[config.mk]
export PLATFORM = sky130hd
export DESIGN_NAME = znmi_multi_flat
export DESIGN_NICKNAME = d
export VERILOG_FILES = /design/src/rtl/zx_nmi_pkg.sv /design/src/rtl/znmi_multi_if.sv /design/src/rtl/nmi_prio_enc.sv /design/src/rtl/znmi_multi.sv /design/src/flat_wrapper.sv
export SDC_FILE = /design/constraint.sdc
export NUM_CORES = 1
export LEC_CHECK = 0
export ABC_AREA = 1
export BUFFER_PORTS_ARGS = -buffer_cell sky130_fd_sc_hd__buf_2
export CAP_MARGIN = 25
export CORE_ASPECT_RATIO = 1.4
export CORE_MARGIN = 3
export CORE_UTILIZATION = 59
export CTS_BUF_LIST = sky130_fd_sc_hd__clkbuf_16
export CTS_CLUSTER_DIAMETER = 30
export CTS_CLUSTER_SIZE = 25
export DETAILED_ROUTE_END_ITERATION = 10
export PLACE_DENSITY_LB_ADDON = 0.1
export SETUP_SLACK_MARGIN = 0.3
export SYNTH_ARGS = -nofsm -noshare
export SYNTH_HDL_FRONTEND = slang
export SYNTH_SLANG_ARGS = --single-unit
[constraint.sdc]
create_clock -name fclk -period 3.6 [get_ports fclk]
set_input_delay 0.36 -clock fclk [delete_from_list [all_inputs] [get_ports fclk]]
set_output_delay 0.36 -clock fclk [all_outputs]
set_load 0.03 [all_outputs]
[src/rtl/zx_nmi_pkg.sv]
// zx_nmi_pkg: shared NMI controller types, default sizing and source indices.
package zx_nmi_pkg;
    typedef enum logic [1:0] {IDLE, PULSE, HOLD, CLEARING} state_t;
    localparam int NSRC_DEF      = 4;
    localparam int PULSE_LEN_DEF = 16;
    localparam int CLR_RFSH_DEF  = 3;
    localparam int SRC_SPI = 0;
    localparam int SRC_BTN = 1;
    localparam int SRC_BRK = 2;
    localparam int SRC_EXT = 3;
endpackage

[src/rtl/znmi_multi_if.sv]
// znmi_multi_if: Z80-side request/handshake bundle of the multi-source NMI controller.
interface znmi_multi_if #(parameter int NSRC = 4, parameter int SRCW = 3);
    logic            zpos, int_start, clr_nmi, rfsh_n;
    logic [NSRC-1:0] req, req_en, pend;
    logic            in_nmi, gen_nmi;
    logic [SRCW-1:0] nmi_src;
    modport master(output zpos, int_start, req, req_en, clr_nmi, rfsh_n,
                   input pend, in_nmi, gen_nmi, nmi_src);
    modport slave(input zpos, int_start, req, req_en, clr_nmi, rfsh_n,
                  output pend, in_nmi, gen_nmi, nmi_src);
endinterface

[src/rtl/nmi_prio_enc.sv]
// nmi_prio_enc: lowest-index-wins priority encoder.
module nmi_prio_enc #(parameter int N = 4, parameter int W = 3) (
    input  logic [N-1:0] vec_i,
    output logic         any_o,
    output logic [W-1:0] idx_o
);
    assign any_o = |vec_i;
    always_comb begin
        idx_o = '0;
        for (int i = N - 1; i >= 0; i--) if (vec_i[i]) idx_o = W'(i);
    end
endmodule

[src/rtl/znmi_multi.sv]
// znmi_multi: multi-source edge-triggered NMI controller with fixed-priority accept,
// programmable pulse length and refresh-counted handler exit.
module znmi_multi import zx_nmi_pkg::*; #(
    parameter int NSRC      = NSRC_DEF,
    parameter int PULSE_LEN = PULSE_LEN_DEF,
    parameter int CLR_RFSH  = CLR_RFSH_DEF,
    parameter int SRCW      = 3
) (
    input logic fclk,
    input logic rst_n,
    znmi_multi_if.slave bus
);
    state_t          state_q, state_d;
    logic [NSRC-1:0] req_r_q, pend_q, pend_d, fall, elig, clr_mask;
    logic [7:0]      pcnt_q, pcnt_d;
    logic [3:0]      rcnt_q, rcnt_d;
    logic            gen_q, gen_d, any, accept, rfsh;
    logic [SRCW-1:0] src_q, src_d, win;
    nmi_prio_enc #(.N(NSRC), .W(SRCW)) u_enc (.vec_i(elig), .any_o(any), .idx_o(win));
    assign fall     = req_r_q & ~bus.req;
    assign elig     = pend_q & bus.req_en;
    assign accept   = state_q == IDLE && bus.int_start && any;
    assign clr_mask = accept ? NSRC'(1) << win : '0;
    // a fresh fall on the accepted source re-arms it rather than being lost
    assign pend_d   = ((pend_q & ~clr_mask) | fall) & bus.req_en;
    assign rfsh     = bus.zpos && !bus.rfsh_n;
    assign bus.pend    = pend_q;
    assign bus.gen_nmi = gen_q;
    assign bus.in_nmi  = state_q != IDLE;
    assign bus.nmi_src = src_q;
    always_comb begin
        state_d = state_q;
        pcnt_d  = pcnt_q;
        rcnt_d  = rcnt_q;
        gen_d   = gen_q;
        src_d   = src_q;
        if (gen_q) begin
            gen_d  = pcnt_q != 0;
            pcnt_d = pcnt_q != 0 ? pcnt_q - 8'd1 : pcnt_q;
        end
        case (state_q)
            IDLE: if (accept) begin
                state_d = PULSE;
                src_d   = win;
                gen_d   = 1'b1;
                pcnt_d  = 8'(PULSE_LEN - 1);
            end
            PULSE: begin
                state_d = bus.clr_nmi ? CLEARING : pcnt_q == 0 ? HOLD : PULSE;
                rcnt_d  = bus.clr_nmi ? 4'(CLR_RFSH) : rcnt_q;
            end
            HOLD: begin
                state_d = bus.clr_nmi ? CLEARING : HOLD;
                rcnt_d  = bus.clr_nmi ? 4'(CLR_RFSH) : rcnt_q;
            end
            CLEARING: begin
                // the pulse may still be running here; exit only once it is done
                rcnt_d  = bus.clr_nmi ? 4'(CLR_RFSH) : rfsh && rcnt_q != 0 ? rcnt_q - 4'd1 : rcnt_q;
                state_d = !bus.clr_nmi && rcnt_q == 0 && !gen_q ? IDLE : CLEARING;
            end
            default: state_d = IDLE;
        endcase
    end
    always_ff @(posedge fclk or negedge rst_n) begin
        if (!rst_n) begin
            state_q <= IDLE;
            req_r_q <= '0;
            pend_q  <= '0;
            pcnt_q  <= '0;
            rcnt_q  <= '0;
            gen_q   <= 1'b0;
            src_q   <= '0;
        end else begin
            state_q <= state_d;
            req_r_q <= bus.req;
            pend_q  <= pend_d;
            pcnt_q  <= pcnt_d;
            rcnt_q  <= rcnt_d;
            gen_q   <= gen_d;
            src_q   <= src_d;
        end
    end
endmodule

[src/flat_wrapper.sv]
// flat-port wrapper written by rule: the top's interface ports become plain ports
module znmi_multi_flat import zx_nmi_pkg::*;
#(
    parameter int NSRC      = NSRC_DEF,
    parameter int PULSE_LEN = PULSE_LEN_DEF,
    parameter int CLR_RFSH  = CLR_RFSH_DEF,
    parameter int SRCW      = 3
)
  (fclk, rst_n, bus_zpos, bus_int_start, bus_req, bus_req_en, bus_clr_nmi, bus_rfsh_n, bus_pend, bus_in_nmi, bus_gen_nmi, bus_nmi_src);
  znmi_multi_if #(.NSRC(NSRC), .SRCW(SRCW)) bus_i ();
  input logic fclk;
  input logic rst_n;
  input wire logic [$bits(bus_i.zpos)-1:0] bus_zpos;
  input wire logic [$bits(bus_i.int_start)-1:0] bus_int_start;
  input wire logic [$bits(bus_i.req)-1:0] bus_req;
  input wire logic [$bits(bus_i.req_en)-1:0] bus_req_en;
  input wire logic [$bits(bus_i.clr_nmi)-1:0] bus_clr_nmi;
  input wire logic [$bits(bus_i.rfsh_n)-1:0] bus_rfsh_n;
  output wire logic [$bits(bus_i.pend)-1:0] bus_pend;
  output wire logic [$bits(bus_i.in_nmi)-1:0] bus_in_nmi;
  output wire logic [$bits(bus_i.gen_nmi)-1:0] bus_gen_nmi;
  output wire logic [$bits(bus_i.nmi_src)-1:0] bus_nmi_src;
  assign bus_i.zpos = bus_zpos;
  assign bus_i.int_start = bus_int_start;
  assign bus_i.req = bus_req;
  assign bus_i.req_en = bus_req_en;
  assign bus_i.clr_nmi = bus_clr_nmi;
  assign bus_i.rfsh_n = bus_rfsh_n;
  assign bus_pend = bus_i.pend;
  assign bus_in_nmi = bus_i.in_nmi;
  assign bus_gen_nmi = bus_i.gen_nmi;
  assign bus_nmi_src = bus_i.nmi_src;
  znmi_multi #(.NSRC(NSRC), .PULSE_LEN(PULSE_LEN), .CLR_RFSH(CLR_RFSH), .SRCW(SRCW)) u_core (.fclk(fclk), .rst_n(rst_n), .bus(bus_i));
endmodule
==> results.sh <==
export IMPL_status="completed"
export IMPL_ys_top_cells_by_area="dfrtp_1, nand2_1, ha_1"
export IMPL_grt_pass1_vias=1206
export IMPL_finalNetCount=223
export IMPL_crit_top_cell="inv_1"
export IMPL_clk_latency_ns=0.26
export IMPL_drive_gt1_frac=0.185
export IMPL_grt_setup_unrepaired="false"
export IMPL_fmax_ghz=0.585
export IMPL_critPathMaxStageDelay_ns=0.43
export IMPL_period_share=0.475
export IMPL_cts_hold_buffers=0
export IMPL_root_buffer="clkbuf_16"
export IMPL_numPortBuffers=21
export IMPL_synth_cell_types=25
export IMPL_fill_cells=176
export IMPL_crit_family="flip-flops"
export IMPL_postCtsSetupBuffers=0
export IMPL_dieHeight_um=63.5
export IMPL_dr_first_iter_drc_count=25
export IMPL_met2_usage=0.381
export IMPL_skew_ns=0.00512
export IMPL_cp_max_fo=6
export IMPL_cp_end_kind="primary output"
export IMPL_p_leak_uw=0.000893
export IMPL_cts_sinks=25
export IMPL_slew_viol_final=0
export IMPL_gr_usage_all_layers=0.218
export IMPL_cts_resized=0
export IMPL_maxCapViolCount=0
export IMPL_grt_pass1_wl_um=4890
export IMPL_worstPathRequired_ns=3.24
export IMPL_min_path_type="primary input to async pin"
export IMPL_wire_per_inst_um=12.6
export IMPL_critPathBufInv=3
export IMPL_use_met3=0.0314
export IMPL_final_area_mm2=0.00160
export IMPL_grtUsageMet1=0.247
export IMPL_tightest_slew_ns=0.552
export IMPL_cp_arrival_ns=1.35
export IMPL_place_area_mm2=0.00152
export IMPL_diodes=0
export IMPL_pin_count=23
export IMPL_grt_busiest_layer="met2"
export IMPL_setup_viol=0
export IMPL_syn_area_mm2=0.00139
export IMPL_p_per_area_mw_per_mm2=775
export IMPL_htree_levels=1
export IMPL_ys_seq_elements=25
export IMPL_fin_tns_setup_ns=0
export IMPL_mappedNetlistNets=198
export IMPL_synth_top_area_cell="dfrtp_1"
export IMPL_ys_seq_area_frac=0.450
export IMPL_cts_path_max_buffers=2
export IMPL_grt_max_degree=26
export IMPL_antenna_found_initial=0
export IMPL_synthCells=176
export IMPL_path_clk_slew_ns=0.07
export IMPL_core_mm2=0.00220
export IMPL_slew_headroom=0.632
export IMPL_gp_congestion=0.821
export IMPL_slowest_stage="dfrtp_1"
export IMPL_max_vdd_ir_drop_mv=0.412
export IMPL_antenna_left=0
export IMPL_die_area_mm2=0.00298
export IMPL_finalWorstPathRequiredPeriod_ns=1.71
export IMPL_initial_core_util=0.632
export IMPL_path_cells="inv_1, ha_1, inv_1, buf_2"
export IMPL_cts_buffers=3
export IMPL_drcViolationCount=0
export IMPL_row_count=20
export IMPL_routed_wl_um=2790
export IMPL_area_growth_pct=14.7
export IMPL_finalHoldViolations=0
export IMPL_yosys_warnings=0
export IMPL_die_x_um=47.0
export IMPL_cts_tree="built"
export IMPL_yosysTopAreaCellShare=0.450
export IMPL_crit_type="flip-flop to primary output"
export IMPL_dr_pass1_iters=4
export IMPL_cp_start_kind="flip-flop"
export IMPL_overflow=0
export IMPL_synth_avg_cell_area_um2=7.91
export IMPL_dp_hpwl_um=1970
export IMPL_vias=1185
export IMPL_viasPerCell=5.34
-- layer usage --
metal,vias to the layer above,share of wire
met3,8,0.043
li1,604,-
met1,538,0.40
met4,0,0.026
met5,-,0
met2,35,0.53
-- flip-flops by register name, indices dropped and copies added (netlist names) --
signal              cells
u_core.bus.pend         4
u_core.req_r_q          4
u_core.bus.nmi_src      2
u_core.pcnt_q           8
u_core.rcnt_q           4
u_core.state_q          2
u_core.bus.gen_nmi      1
-- cell usage after synthesis (all sizes together) --
master and count:
conb 1, o22ai 1, buf 1, dfrtp 25, o21ai 11, xor2 4, nand3b 2, a21boi 1
nand2 52, nand4 3, o21bai 1, inv 27, nand3 12, a21oi 8, ha 8, nor2 18
nor4 1
-- kinds of logic (layout without fill, tap and decap cells) --
group,count (synthesis),in the layout,share of synthesized area
AO/OA/AOI/OAI,22,22,0.0971
XOR/XNOR,4,4,0.0252
adder cells (fa/ha/maj),8,8,0.0719
buffers and inverters,28,52,0.0800
flip-flops,25,25,0.450
other,1,1,0.00270
AND/OR/NAND/NOR,88,88,0.273
-- worst paths after layout --
kind | startpoint | endpoint | slack, ns | cells after the start
max | u_core.state_q[1] | bus_in_nmi | 1.89 | 4
min | rst_n | u_core.rcnt_q[0] | 0.08 | 1
max reg2reg | u_core.state_q[1] | u_core.bus.pend[1] | 2.07 | 9
min reg2reg | u_core.pcnt_q[0] | u_core.pcnt_q[0] | 0.48 | 1
max in group asynchronous | rst_n | u_core.bus.gen_nmi | 3.15 | 1
min in group fclk | bus_req[1] | u_core.req_r_q[1] | 0.21 | 1
-- cell type report --
cell class	instances	area [um^2]	area share
flip-flops and latches	25	626	0.392
clock inverters	1	5.00	0.00313
repair buffers	21	105	0.0658
clock buffers	3	75.1	0.0470
well taps	22	27.5	0.0172
multi-input cells	123	654	0.410
inverters	27	104	0.0650
-- power by group --
part           total, uW  switching [uW]  leakage, uW  internal [uW]
combinational        542             353     0.000544            188
clock                247            97.5    0.0000409            150
sequential           448            75.8     0.000308            372
total               1240             527     0.000893            710
-- through the flow --
| step | util | cells | total power [uW] | hold slack [ns] | setup WS [ns] |
|---|---|---|---|---|---|
| after floorplan | - | 176 | 856 | 0.0644 | 2.27 |
| after global placement | 0.689 | 218 | 963 | 0.370 | 2.19 |
| after detailed placement | 0.689 | 218 | 988 | 0.381 | 2.10 |
| after CTS | 0.725 | 222 | 1250 | 0.103 | 1.89 |
| after global routing | 0.725 | 222 | 1350 | 0.121 | 1.77 |
| final | 0.725 | 222 | 1240 | 0.0845 | 1.89 |
-- layout by cell type, fill, tap and decap left out, types with 2 or more instances in the layout --
cell type  instances
clkbuf_16          3
ha_1               8
inv_2              3
o21ai_0            5
o21ai_1            4
nand3_1           12
nor2_1            18
nand2_2            4
buf_2             21
inv_1             23
nand3b_1           2
dfrtp_1           25
a21oi_1            7
nand2_1           47
nand4_1            3
xor2_1             4
(Power assumes the default switching activity.)
